==> config.mk <==
export PLATFORM = sky130hd
export DESIGN_NAME = opb_register_bank_ppc2simulink
export DESIGN_NICKNAME = d
export VERILOG_FILES = /design/src/rtl/opb_register_bank_ppc2simulink_pkg.sv /design/src/rtl/opb_slave_ack_fsm.sv /design/src/rtl/opb_register_bank_ppc2simulink.sv
export SDC_FILE = /design/constraint.sdc
export NUM_CORES = 1
export LEC_CHECK = 0
export ABC_AREA = 0
export BUFFER_PORTS_ARGS = -buffer_cell sky130_fd_sc_hd__buf_2
export CAP_MARGIN = 20
export CORE_MARGIN = 2
export CORE_UTILIZATION = 45
export CTS_BUF_LIST = sky130_fd_sc_hd__clkbuf_4
export CTS_CLUSTER_DIAMETER = 40
export DETAILED_ROUTE_END_ITERATION = 7
export HOLD_SLACK_MARGIN = 0.02
export PLACE_DENSITY = 0.75
export SKIP_LAST_GASP = 1
export SLEW_MARGIN = 15
export SYNTH_ARGS = -nofsm -noshare
export SYNTH_HDL_FRONTEND = slang
export SYNTH_SLANG_ARGS = --single-unit
export TNS_END_PERCENT = 30
==> constraint.sdc <==
create_clock -name OPB_Clk -period 4.1 [get_ports OPB_Clk]
set_input_delay 0.82 -clock OPB_Clk [delete_from_list [all_inputs] [get_ports OPB_Clk]]
set_output_delay 0.82 -clock OPB_Clk [all_outputs]
set_load 0.005 [all_outputs]
==> src/rtl/opb_register_bank_ppc2simulink_pkg.sv <==
// Shared definitions for the OPB register bank: ack FSM state encoding,
// address slicing constants, the latched bus request and byte-lane mask expansion.
package opb_register_bank_ppc2simulink_pkg;

  // Two-state slave handshake: wait for a hit, then acknowledge for one cycle.
  typedef enum logic {
    ST_IDLE = 1'b0,
    ST_ACK  = 1'b1
  } ack_state_e;

  // Registers are word-spaced: byte offset bits [1:0] are ignored.
  localparam int ADDR_LSB = 2;
  // Word index width covers a 256-byte window (64 words).
  localparam int IDX_W    = 6;

  // Bus request captured in IDLE and held for the ACK cycle.
  // Byte enables and data are stored LSB-numbered: be[3] covers data[31:24].
  typedef struct packed {
    logic [IDX_W-1:0] idx;
    logic             rnw;
    logic [3:0]       be;
    logic [31:0]      data;
  } opb_req_t;

  // Expand per-byte enables into a 32-bit bit mask.
  function automatic logic [31:0] byte_lane_mask(input logic [3:0] be);
    logic [31:0] mask;
    mask = '0;
    for (int j = 0; j < 4; j++) begin
      mask[8*j +: 8] = {8{be[j]}};
    end
    return mask;
  endfunction

endpackage

==> src/rtl/opb_slave_ack_fsm.sv <==
// OPB slave handshake: address-range decode, IDLE/ACK state machine,
// request capture and read-data gating so Sl_DBus is zero outside the ack cycle.
module opb_slave_ack_fsm
  import opb_register_bank_ppc2simulink_pkg::*;
#(
  parameter logic [31:0] C_BASEADDR   = 32'h0108_9000,
  parameter logic [31:0] C_HIGHADDR   = 32'h0108_90FF,
  parameter int          C_OPB_AWIDTH = 32
) (
  input  logic                  clk,
  input  logic                  rst,
  input  logic [0:C_OPB_AWIDTH-1] abus,
  input  logic [0:3]            be,
  input  logic [0:31]           dbus,
  input  logic                  rnw,
  input  logic                  select,
  input  logic [31:0]           rd_data,
  output logic                  ack,
  output opb_req_t              req,
  output logic [0:31]           sl_dbus
);

  ack_state_e              state;
  ack_state_e              next_state;
  logic [C_OPB_AWIDTH-1:0] addr;
  logic [C_OPB_AWIDTH-1:0] offset;
  logic                    hit;
  logic                    unused_offset;

  // Bus bit 0 is the MSB, so a plain assignment yields the numeric address.
  assign addr   = abus;
  assign hit    = select && (addr >= C_OPB_AWIDTH'(C_BASEADDR))
                         && (addr <= C_OPB_AWIDTH'(C_HIGHADDR));
  assign offset = addr - C_OPB_AWIDTH'(C_BASEADDR);

  // Only the word index of the offset matters; the rest is decoded by the range check.
  assign unused_offset = ^{offset[C_OPB_AWIDTH-1:ADDR_LSB+IDX_W], offset[ADDR_LSB-1:0]};

  // State register with synchronous reset taking priority over any transfer.
  always_ff @(posedge clk) begin
    // NOTE: sequential state uses non-blocking assignments so every flop samples pre-edge values.
    if (rst) begin
      state <= ST_IDLE;
    end else begin
      state <= next_state;
    end
  end

  // Next-state logic: accept a hit in IDLE, always return from ACK after one cycle.
  always_comb begin
    // NOTE: default first so no path through the case leaves next_state unassigned (no latch).
    next_state = state;
    case (state)
      ST_IDLE: if (hit) next_state = ST_ACK;
      ST_ACK:  next_state = ST_IDLE;
      default: next_state = ST_IDLE;
    endcase
  end

  // Capture the request on the accepting edge; it is consumed only while in ACK.
  always_ff @(posedge clk) begin
    // NOTE: payload flops are left unreset; they are only observed when state qualifies them.
    if (state == ST_IDLE && hit) begin
      req <= '{idx:  offset[ADDR_LSB +: IDX_W],
               rnw:  rnw,
               be:   be,
               data: dbus};
    end
  end

  assign ack     = (state == ST_ACK);
  assign sl_dbus = (ack && req.rnw) ? rd_data : '0;

endmodule

==> src/rtl/opb_register_bank_ppc2simulink.sv <==
// OPB register bank: N_REGS software-writable control registers for PPC -> fabric
// control with byte-enable writes, per-register write strobes and readback.
// Optional shadow/commit double-buffering is built when OPB_REGBANK_SHADOW_EN is defined;
// the commit slot sits at byte offset 4*N_REGS.
module opb_register_bank_ppc2simulink
  import opb_register_bank_ppc2simulink_pkg::*;
#(
  parameter logic [31:0] C_BASEADDR   = 32'h0108_9000,
  parameter logic [31:0] C_HIGHADDR   = 32'h0108_90FF,
  parameter int          C_OPB_AWIDTH = 32,
  parameter int          C_OPB_DWIDTH = 32,
  parameter              C_FAMILY     = "virtex5",
  parameter int          N_REGS       = 8,
  parameter int          REG_WIDTH    = 32,
  parameter logic [31:0] RESET_VAL    = 32'h0
) (
  input  logic                        OPB_Clk,
  input  logic                        OPB_Rst,
  input  logic [0:C_OPB_AWIDTH-1]     OPB_ABus,
  input  logic [0:3]                  OPB_BE,
  input  logic [0:C_OPB_DWIDTH-1]     OPB_DBus,
  input  logic                        OPB_RNW,
  input  logic                        OPB_select,
  input  logic                        OPB_seqAddr,
  output logic [0:C_OPB_DWIDTH-1]     Sl_DBus,
  output logic                        Sl_xferAck,
  output logic                        Sl_errAck,
  output logic                        Sl_retry,
  output logic                        Sl_toutSup,
  output logic [N_REGS*REG_WIDTH-1:0] user_data_out,
  output logic [N_REGS-1:0]           user_wr_stb,
  output logic                        user_commit
);

  localparam logic [REG_WIDTH-1:0] RST_V      = RESET_VAL[REG_WIDTH-1:0];
  localparam logic [IDX_W-1:0]     COMMIT_IDX = IDX_W'(N_REGS);
  localparam bit                   FAMILY_SET = (C_FAMILY != "");

  logic                 ack;
  opb_req_t             req;
  logic [31:0]          rd_data;
  logic [31:0]          full_mask;
  logic [REG_WIDTH-1:0] wr_mask;
  logic [REG_WIDTH-1:0] wr_data;
  logic [N_REGS-1:0]    wr_sel;
  logic                 commit_hit;
  logic                 unused_ok;

  logic [REG_WIDTH-1:0] active [N_REGS];

  // Sequential-address hint and family string have no effect on this slave.
  assign unused_ok = ^{OPB_seqAddr, FAMILY_SET, commit_hit, req.data[0]};

  opb_slave_ack_fsm #(
    .C_BASEADDR   (C_BASEADDR),
    .C_HIGHADDR   (C_HIGHADDR),
    .C_OPB_AWIDTH (C_OPB_AWIDTH)
  ) u_ack_fsm (
    .clk     (OPB_Clk),
    .rst     (OPB_Rst),
    .abus    (OPB_ABus),
    .be      (OPB_BE),
    .dbus    (OPB_DBus),
    .rnw     (OPB_RNW),
    .select  (OPB_select),
    .rd_data (rd_data),
    .ack     (ack),
    .req     (req),
    .sl_dbus (Sl_DBus)
  );

  assign Sl_xferAck = ack;
  assign Sl_errAck  = 1'b0;
  assign Sl_retry   = 1'b0;
  assign Sl_toutSup = 1'b0;

  assign full_mask = byte_lane_mask(req.be);
  assign wr_mask   = full_mask[REG_WIDTH-1:0];
  assign wr_data   = req.data[REG_WIDTH-1:0];

  // One-hot write select for in-range register writes during the ack cycle.
  always_comb begin
    wr_sel = '0;
    for (int k = 0; k < N_REGS; k++) begin
      wr_sel[k] = ack && !req.rnw && (req.idx == IDX_W'(k));
    end
  end

  // Commit request: write to the slot just past the last register with bit 0 set.
  assign commit_hit = ack && !req.rnw && (req.idx == COMMIT_IDX) && req.data[0];

  // Active registers drive the fabric side directly.
  always_comb begin
    user_data_out = '0;
    for (int k = 0; k < N_REGS; k++) begin
      user_data_out[k*REG_WIDTH +: REG_WIDTH] = active[k];
    end
  end

`ifdef OPB_REGBANK_SHADOW_EN

  logic [REG_WIDTH-1:0] shadow [N_REGS];
  logic                 commit_q;

  // Shadow registers take bus writes byte-by-byte.
  always_ff @(posedge OPB_Clk) begin
    if (OPB_Rst) begin
      for (int k = 0; k < N_REGS; k++) shadow[k] <= RST_V;
    end else begin
      for (int k = 0; k < N_REGS; k++) begin
        if (wr_sel[k]) shadow[k] <= (shadow[k] & ~wr_mask) | (wr_data & wr_mask);
      end
    end
  end

  // Active registers load all shadows together on a commit.
  always_ff @(posedge OPB_Clk) begin
    if (OPB_Rst) begin
      for (int k = 0; k < N_REGS; k++) active[k] <= RST_V;
    end else if (commit_hit) begin
      for (int k = 0; k < N_REGS; k++) active[k] <= shadow[k];
    end
  end

  // Commit pulse follows the edge that updated the active set.
  always_ff @(posedge OPB_Clk) begin
    if (OPB_Rst) commit_q <= 1'b0;
    else         commit_q <= commit_hit;
  end

  assign user_commit = commit_q;
  assign user_wr_stb = '0;

  // Readback returns the shadow copy; the commit slot and beyond read as zero.
  always_comb begin
    rd_data = '0;
    for (int k = 0; k < N_REGS; k++) begin
      if (req.idx == IDX_W'(k)) rd_data[REG_WIDTH-1:0] = shadow[k];
    end
  end

`else

  logic [N_REGS-1:0] stb_q;

  // Bus writes update the active registers directly, byte-by-byte.
  always_ff @(posedge OPB_Clk) begin
    if (OPB_Rst) begin
      for (int k = 0; k < N_REGS; k++) active[k] <= RST_V;
    end else begin
      for (int k = 0; k < N_REGS; k++) begin
        if (wr_sel[k]) active[k] <= (active[k] & ~wr_mask) | (wr_data & wr_mask);
      end
    end
  end

  // Write strobe is high in the cycle after the register changed.
  always_ff @(posedge OPB_Clk) begin
    if (OPB_Rst) stb_q <= '0;
    else         stb_q <= wr_sel;
  end

  assign user_wr_stb = stb_q;
  assign user_commit = 1'b0;

  // Readback of the active register; out-of-range indices read as zero.
  always_comb begin
    rd_data = '0;
    for (int k = 0; k < N_REGS; k++) begin
      if (req.idx == IDX_W'(k)) rd_data[REG_WIDTH-1:0] = active[k];
    end
  end

`endif

endmodule

==> metrics.md, run 1 <==
| Metric | Value |
|---|---|
| Hold Fails Final Rpt | 0 |
| Avg Cell Area, Syn | 11.4 um^2 |
| Most common cell in the netlist | edfxtp_1 |
| EDFF count, synth | 299 |
| Fin crit share | 96.2% |
| Std-Cell Rows | 67 |
| Crit path arrival time | 3.13 ns |
| Bufs and invs on worst path | 2 |
| DR iter-0 viols | 1416 |
| Pwr Density | 371 nW/um^2 |
| Register area share after synthesis | 59.9% |
| Hold WC Path Type | in2reg |
| Max cap viols | 0 |
| Core ar. | 33500 um^2 |
| Cell Chain, Critical Path | buf_4 > nor4b_2 > nand3_1 > o22ai_1 > o21ai_1 > buf_2 |
| Crit. End Element | primary output |
| Setup TNS | 0 ns |
| Starting Density | 45.6% |
| Met3 usage in global routing | 7.51% |
| Clk buf depth | 3 |
| Yosys top cell by area | edfxtp_1 |
| Num CTS Buffers | 87 |
| Gr ovfl total | 0 |
| Fin Clk Skew | 0.0331 ns |
| GR Layer Usage met2 | 49.1% |
| Cell family with most CP delay | simple AND/OR/NAND/NOR gates |
| Post-synth top area share | 58.7% |
| Ys flop type | edfxtp_1 |
| CTS tree | done |
| Port Buffers | 366 |
| Clk slew on worst S/H paths | 0.07 ns |
| H-tree Lvls | 3 |
| Worst Tran Pin Value | 1.03 ns |
| TritonRoute pass-1 iters | 6 |
| Final GP Congestion | 0.880 |
| Relative slew slack | 31.2% |
| Max Clock Freq | 253 MHz |
| Total GRT Usage | 29.4% |
| Largest net degree at the start of global routing | 57 |
| Synth top cells by count | 299 x edfxtp_1, 294 x nand2b_1, 232 x a21oi_1 |
| IO Pins | 374 |
| Routed via count | 13100 |
| Area contributors post-synth | edfxtp_1 59%, nand2b_1 12%, a21oi_1 7.6%, mux2i_1 3.9%, nor3_1 2.1% |
| Syn Inst Count | 1345 |
| Fin. max-slew vios | 0 |
| CP Class | reg2out |
| Final setup fails | 0 |
| Fin util | 56.6% |
| Synthesized cell area | 15300 um^2 |
| Final WL | 53500 um |
| Layout Nets | 1814 |
| Flops & latches, synth | 308 |
| Residual DRC | 0 |
| Syn. warnings | 0 |
| Grt met1 use | 37.1% |
| Crit-path slowest cell | nor4b_2 |
| Routed WL per cell | 23.7 um |
| Startpoint Class | flip-flop |
| DIE HEIGHT | 188 um |
| Via/cell ratio | 5.80 |
| Global route hottest layer | met2 |
| Initial antenna violation count | 1 |
| Share of flip-flops with an asynchronous set or reset | 0% |
| Antenna-violating nets left | 0 |
| Vias in the first global route | 12700 |
| Max incr delay on CP | 0.58 ns |
| Root Driver | clkbuf_4 |
| CTS Sinks | 308 |
| Die width | 188 um |
| Status | finished clean |
| Fraction of layout cells with a size suffix above 1 | 34.2% |
| RSZ-0062 raised after global routing | false |
| Peak VDD IR | 0.254 mV |
| DP HPWL | 35200 um |
| First-pass GRT wire length | 78400 um |
| Area grow syn2layout | 24.1% |
| DIE AREA | 35500 um^2 |
| Leakage | 7.44 nW |
| Distinct cell type count after synthesis | 47 |
| Period minus WS final | 3.95 ns |
| Required @ worst endpoint | 3.28 ns |
| Worst-path fanout max | 24 |
| Later-pin clock latency in the skew report | 0.77 ns |
path summary, 6_finish.rpt:
path,depth (start not counted),startpoint,slack (ns),to
worst max-delay path,6,u_ack_fsm.req[39],0.15,Sl_DBus[29]
worst min-delay path,1,OPB_DBus[21],0.21,u_ack_fsm.req[10]
worst max register to register,5,u_ack_fsm.req[39],0.77,active[2][17]
worst min register to register,2,active[3][35],0.67,active[3][35]
flip-flops by register name (all words and copies together), names as in the netlist:
signal and cells:
active 256, u_ack_fsm.req 43, user_wr_stb 8, u_ack_fsm.ack 1
worst reg2reg max path: cells and delay by family, from the launching register on:
family | cells | cell delay [ns]
AND/OR/NAND/NOR | 2 | 0.98
flip-flops | 1 | 0.44
buffers and inverters | 2 | 0.89
AO/OA/AOI/OAI | 1 | 0.64
per-layer routing:
metal	wire, um	part of all wire, %
met2	26100	49
met3	5350	10
met1	20400	38
met5	0	0
met4	1640	3.1
timing repair:
item / 4_1_cts / 5_1_grt
setup buffers: 0 / 0
hold buffers: 0 / 0
resized for setup: 0 / 1
endpoints found under the setup margin: 0 / 1
layout make-up:
class / count / area [um^2]
timing repair buffer: 415 / 2280
multi-input combinational: 920 / 5730
tap: 448 / 561
fill: 2889 / 14600
sequential: 308 / 9160
clock buffer: 140 / 1050
antenna: 1 / 2.50
inverter: 9 / 33.8
clock inverter: 20 / 159
report_power, final:
part           switching, mW  total, mW  internal, mW
registers             0.0893       3.64          3.55
clock network           1.34       3.07          1.73
logic                  0.190      0.324         0.134
total                   1.62       7.03          5.41
kinds of logic after synthesis:
logic type	count (synthesis)	share of synthesized area (%)
simple gates	460	17.2
other cells	1	0.0245
mux	61	4.08
compound gates	395	15.4
buf+inv	120	3.44
flops	308	59.9
placed cells by master (no fill, tap or decap), types with 2 or more instances in the layout:
cell / instances
conb_1: 4
o22ai_1: 3
a2111oi_0: 27
nor2_1: 8
nand2b_1: 293
nor4b_1: 3
dfxtp_1: 9
mux2i_1: 59
nand2_1: 69
clkinv_1: 13
o21bai_4: 5
buf_2: 365
o211ai_1: 3
nand3_2: 4
nand3_1: 3
clkbuf_4: 140
a21oi_2: 29
inv_1: 8
a21oi_1: 232
nor4_1: 2
or3_2: 2
o21ai_1: 4
a2bb2oi_1: 30
o21ai_0: 54
nor3_1: 62
buf_4: 44
edfxtp_1: 299
buf_12: 6
inv_2: 3
bufinv_16: 3
stage by stage:
step	power, mW	hold slack, ns	setup slack [ns]	cell area [um^2]	std cells
3_5_place_dp	4.02	0.649	0.855	17800	2100
6_report	7.03	0.208	0.154	19000	2261
4_1_cts	7.07	0.154	0.0878	19000	2260
5_1_grt	7.28	0.148	0.00750	19000	2261
3_3_place_gp	4.01	0.640	0.938	17800	2100
2_1_floorplan	3.80	0.587	0.523	15300	1348
Note: power is estimated with default switching activity, not from simulation.
==> inputs of run 2 (changes only) <==
- RECOVER_POWER: unset -> 50
==> run 2 against run 1 <==
Compared with the run above: final cell count unchanged; critical path depth unchanged; combinational power shrank 4%; sequential share of layout area rose by 0.68 points; via count shrank 0.11%; the run now ends with max-capacitance violations, max-slew violations left; largest cell class unchanged; register-to-register slack worse by 0.35 ns; critical endpoint is now Sl_DBus[7]; die area stayed put.
==> metrics.md, run 2 (synthesis results as in run 1) <==
| Metric | Value |
|---|---|
| Status | finished with violations |
| Violated checks | max-capacitance violations, max-slew violations |
| Setup TNS | 0 ns (unchanged) |
| Total GRT Usage | 29.4% (unchanged) |
| Crit-path slowest cell | nor4b_2 |
| Startpoint Class | flip-flop |
| Leakage | 6.89 nW (-7.4%) |
| Crit. End Element | primary output |
| DIE AREA | 35500 um^2 (unchanged) |
| Residual DRC | 0 (unchanged) |
| Antenna-violating nets left | 0 (unchanged) |
| Max FFs per register | 256 (unchanged) |
| Peak VDD IR | 0.254 mV (about the same) |
| Final GP Congestion | 0.880 (unchanged) |
| Die width | 188 um (unchanged) |
| Hold Buf Count CTS | 0 (unchanged) |
| H-tree Lvls | 3 (unchanged) |
| CP Launch Point | u_ack_fsm.req[39] |
| Period minus WS final | 3.92 ns (-0.0243 ns) |
| Worst-path fanout max | 24 (unchanged) |
| Max Clock Freq | 255 MHz (+0.62%) |
| Clk buf depth | 3 (unchanged) |
| Max cap viols | 2 (+2) |
| Fin util | 55.8% (-0.78 points) |
| Relative slew slack | -123% (-150 points) |
| Num CTS Buffers | 87 (unchanged) |
| CTS Sinks | 308 (unchanged) |
| Largest net degree at the start of global routing | 57 (unchanged) |
| Starting Density | 45.6% (unchanged) |
| Hold wc startpoint | OPB_DBus[21] |
| Hold WC Path Type | in2reg |
| Tot Pwr | 7.02 mW (-0.22%) |
| DIE HEIGHT | 188 um (unchanged) |
| Hold_ws | 0.218 ns (+0.0105 ns) |
| CP Class | reg2out |
| TritonRoute pass-1 iters | 6 (unchanged) |
| Required @ worst endpoint | 3.28 ns (about the same) |
| Fin Clk Skew | 0.0290 ns (-0.00405 ns) |
| Pwr Density | 375 nW/um^2 (+1.2%) |
| DR iter-0 viols | 1369 (-3.3%) |
| Fin. max-slew vios | 75 (+75) |
| Vias in the first global route | 12700 (unchanged) |
| Routed WL per cell | 23.7 um (+0.10%) |
| Area grow syn2layout | 22.4% |
| Most frequent cells in the layout | 299 x edfxtp_1, 293 x nand2b_1, 232 x a21oi_1, 205 x buf_2, 165 x clkbuf_1 |
| Fraction of layout cells with a size suffix above 1 | 24.7% (-9.4 points) |
| Max incr delay on CP | 0.57 ns (about the same) |
| DP HPWL | 35200 um (unchanged) |
| Gr ovfl total | 0 (unchanged) |
| CTS tree | done |
| First-pass GRT wire length | 78400 um (unchanged) |
| Core ar. | 33500 um^2 (unchanged) |
| Hold Fails Final Rpt | 0 (unchanged) |
| Root Driver | clkbuf_4 |
| Fin crit share | 95.6% (-0.59 points) |
| Grt met1 use | 37.1% (unchanged) |
| Worst Tran Pin Value | 3.34 ns (+2.31 ns) |
| Met3 usage in global routing | 7.51% (unchanged) |
| Global route hottest layer | met2 |
| Std-Cell Rows | 67 (unchanged) |
| Layout Nets | 1814 (unchanged) |
| Final WL | 53600 um (+0.10%) |
| Crit path arrival time | 3.10 ns (-0.03 ns) |
| Port Buffers | 366 (unchanged) |
| Routed via count | 13100 (-0.11%) |
| IO Pins | 374 (unchanged) |
| Initial antenna violation count | 1 (unchanged) |
| RSZ-0062 raised after global routing | false |
| Cell Chain, Critical Path | buf_4 > nor4b_2 > nand3_1 > o22ai_1 > o21ai_0 > buf_2 |
| Later-pin clock latency in the skew report | 0.76 ns (about the same) |
| Most common cell after layout, fill and taps aside | edfxtp_1 |
| Final setup fails | 0 (unchanged) |
| Clk slew on worst S/H paths | 0.07 ns (about the same) |
| Via/cell ratio | 5.79 (-0.11%) |
| GR Layer Usage met2 | 49.1% (unchanged) |
| R2R Path Start | u_ack_fsm.ack |
| Biggest register | active |
-- run 2: layout make-up --
class,instances,area [um^2]
Inverter,9,33.8
Timing Repair Buffer,415,2040
Clock buffer,140,1050
Antenna cell,1,2.50
Multi-Input combinational cell,920,5710
Sequential cell,308,9160
Tap cell,448,561
Fill cell,2996,14800
Clock inverter,20,159
-- run 2: power breakdown --
| group | total, mW | internal (mW) | switching [mW] |
|---|---|---|---|
| sequential | 3.64 | 3.55 | 0.0911 |
| clock | 3.07 | 1.73 | 1.34 |
| combinational | 0.310 | 0.121 | 0.189 |
-- run 2: worst paths after layout --
path | end | slack (ns) | cells after the start
max | Sl_DBus[7] | 0.18 | 6
min | u_ack_fsm.req[10] | 0.22 | 1
max reg2reg | u_ack_fsm.req[5] | 0.42 | 4
min reg2reg | active[1][19] | 0.68 | 2
-- run 2: timing repair --
item | 4_1_cts | 5_1_grt
setup endpoints to repair | 0 | 1
gates resized for setup | 0 | 1
buffers inserted | 0 | 0
-- run 2: stage by stage --
stage | setup slack, ns | cells | instance area (um^2)
4_1_cts | 0.0878 | 2260 | 19000
3_5_place_dp | 0.855 | 2100 | 17800
2_1_floorplan | 0.523 | 1348 | 15300
5_1_grt | 0.0134 | 2261 | 18700
6_report | 0.178 | 2261 | 18700
3_3_place_gp | 0.938 | 2100 | 17800
-- run 2: critical path: cells and delay by family, from the launching register on --
kind,cells,cell delay [ns]
and+or+nand+nor,2,0.95
buffers and inverters,2,0.56
DFF,1,0.44
AOI/OAI and AO/OA,2,0.37
-- run 2: routing by layer --
layer  vias up  share of wire, %
met5         -                 0
met4         0               3.1
met3       121                10
met2       826                49
met1      6364                38
li1       5791                 -
==> inputs of run 3 (changes only) <==
- SETUP_SLACK_MARGIN: unset -> 0.4
==> run 3 against run 2 <==
Compared with the run above: the flow still finishes with violations (max-capacitance violations, max-slew violations); non-clock buffer count grew 10; clock-buffer cell count is the same; cell area grew 0.94%; hold slack lost 0.0067 ns; die area is the same; critical path depth is the same; worst setup slack gained 0.12 ns; clock power is essentially flat; final cell count grew 0.44%; wire length grew 0.60%; flip-flop and latch count is the same; highest routed layer unchanged.
==> metrics.md, run 3 (synthesis results as in run 1) <==
| Metric | Value |
|---|---|
| Worst Tran Pin Value | 3.44 ns (+0.100 ns) |
| Fin util | 56.3% (+0.53 points) |
| Via/cell ratio | 5.83 (+0.59%) |
| Die width | 188 um (unchanged) |
| Routed via count | 13200 (+1.0%) |
| Tot Pwr | 7.04 mW (+0.30%) |
| Dpl cells | 2100 (unchanged) |
| First-pass GRT wire length | 78600 um (+0.20%) |
| Worst r2r path cells | 4 (unchanged) |
| Global route hottest layer | met2 |
| RR Endpoint | u_ack_fsm.req[5] |
| Later-pin clock latency in the skew report | 0.77 ns (about the same) |
| Std-Cell Rows | 67 (unchanged) |
| WHS Path Cells | 1 (unchanged) |
| Hold Path Sink | u_ack_fsm.req[10] |
| Hold WC Path Type | in2reg |
| Gr ovfl total | 0 (unchanged) |
| H-tree Lvls | 3 (unchanged) |
| Final GP Congestion | 0.880 (unchanged) |
| Starting Density | 45.6% (unchanged) |
| Clk slew on worst S/H paths | 0.07 ns (about the same) |
| Clk buf depth | 3 (unchanged) |
| Core ar. | 33500 um^2 (unchanged) |
| DIE AREA | 35500 um^2 (unchanged) |
| Met3 usage in global routing | 7.43% (-0.075 points) |
| Routed WL per cell | 23.7 um (+0.15%) |
| Antenna-violating nets left | 0 (unchanged) |
| Worst-path fanout max | 14 (-42%) |
| DIE HEIGHT | 188 um (unchanged) |
| Fin. max-slew vios | 74 (-1.3%) |
| Residual DRC | 0 (unchanged) |
| IO Pins | 374 (unchanged) |
| Area grow syn2layout | 23.5% |
| Most frequent cells in the layout | 299 x edfxtp_1, 293 x nand2b_1, 232 x a21oi_1, 207 x buf_2, 162 x clkbuf_1 |
| Largest net degree at the start of global routing | 57 (unchanged) |
| Root Driver | clkbuf_4 |
| Most common cell after layout, fill and taps aside | edfxtp_1 |
| Port Buffers | 366 (unchanged) |
| Max Clock Freq | 263 MHz (+3.2%) |
| Fill cell total of the finished layout | 2978 (-0.60%) |
| Num CTS Buffers | 87 (unchanged) |
| Peak VDD IR | 0.254 mV (+0.15%) |
| DR iter-0 viols | 1502 (+9.7%) |
| Grt met1 use | 37.2% (+0.062 points) |
| Crit. End Element | primary output |
| Crit path arrival time | 2.98 ns (-0.12 ns) |
| R2R setup slack | 1.01 ns (+0.59 ns) |
| CTS tree | done |
| Violated checks | max-capacitance violations, max-slew violations |
| Vias in the first global route | 12700 (+0.024%) |
| Cell Count, Final, Fillers Out | 2271 (+0.44%) |
| Required @ worst endpoint | 3.28 ns (about the same) |
| Final instance area | 18900 um^2 (+0.94%) |
| DP HPWL | 35200 um (unchanged) |
| Relative slew slack | -129% (-6.7 points) |
| Final WL | 53900 um (+0.60%) |
| Max cap viols | 2 (unchanged) |
| Hold Fails Final Rpt | 0 (unchanged) |
| Layout Nets | 1824 (+0.55%) |
| Initial antenna violation count | 1 (unchanged) |
| Fraction of layout cells with a size suffix above 1 | 25.3% (+0.58 points) |
| GR Layer Usage met2 | 49.4% (+0.34 points) |
| Max FFs per register | 256 (unchanged) |
| Hold wc startpoint | OPB_DBus[21] |
| Final setup fails | 0 (unchanged) |
| Setup TNS | 0 ns (unchanged) |
| Period minus WS final | 3.80 ns (-0.123 ns) |
| Leakage | 6.98 nW (+1.3%) |
| DP Area | 17800 um^2 (unchanged) |
| Total GRT Usage | 29.4% (+0.081 points) |
| CP Class | reg2out |
| Fin Clk Skew | 0.0250 ns (-0.00404 ns) |
| Biggest register | active |
| CTS Sinks | 308 (unchanged) |
| RSZ-0062 raised after global routing | true |
| Startpoint Class | flip-flop |
| Fin crit share | 92.6% (-3.0 points) |
| TritonRoute pass-1 iters | 5 (-1) |
| Status | finished with violations |
| R2R Path Start | u_ack_fsm.ack |
| Pwr Density | 373 nW/um^2 (-0.64%) |
run 3: repair_timing:
item                                    4_1_cts  5_1_grt
buffers inserted                              3        7
gates resized for setup                      15       19
hold buffers                                  0        0
pin swaps                                     1        1
endpoints found under the setup margin       27       27
run 3: metrics by stage:
step           hold slack [ns]  setup slack (ns)
2_1_floorplan            0.587             0.523
3_3_place_gp             0.640             0.938
3_5_place_dp             0.649             0.855
4_1_cts                  0.154             0.289
5_1_grt                  0.148             0.254
6_report                 0.211             0.302
run 3: area by class of cell:
| cell class | count | area (um^2) | area share, % |
|---|---|---|---|
| diodes | 1 | 2.50 | 0.0132 |
| clock inverters | 20 | 159 | 0.841 |
| clock buffers | 140 | 1050 | 5.56 |
| flip-flops and latches | 308 | 9160 | 48.5 |
| well taps | 448 | 561 | 2.97 |
| inverters | 9 | 36.3 | 0.192 |
| repair buffers | 425 | 2180 | 11.5 |
| multi-input cells | 920 | 5740 | 30.4 |
run 3: worst max path at each step:
stage / start / to / slack, ns / cells past startpoint
final: u_ack_fsm.req[40] / Sl_DBus[8] / 0.30 / 6
after global routing: u_ack_fsm.req[40] / Sl_DBus[8] / 0.25 / 6
after CTS: u_ack_fsm.req[40] / Sl_DBus[30] / 0.29 / 6
after detailed placement: u_ack_fsm.req[39] / active[2][9] / 0.85 / 5
after global placement: u_ack_fsm.req[39] / active[2][9] / 0.94 / 5
after floorplan: u_ack_fsm.req[40] / active[0][0] / 0.52 / 6
run 3: where the power goes:
group          internal [mW]  total (mW)  switching, mW
combinational          0.121       0.312          0.190
sequential              3.55        3.64         0.0914
clock                   1.73        3.08           1.36
run 3: routing by layer:
layer	part of all wire, %	vias to the layer above
met5	0	-
met4	3.3	0
met3	10	133
met2	49	839
met1	38	6454
li1	-	5811
run 3: worst max-delay path, cell delays in order, from the launching register on:
cell	delay [ns]
edfxtp_1	0.44
or3_1	0.51
nor3_1	0.34
buf_4	0.33
a2111oi_1	0.13
o21ai_0	0.28
buf_2	0.18
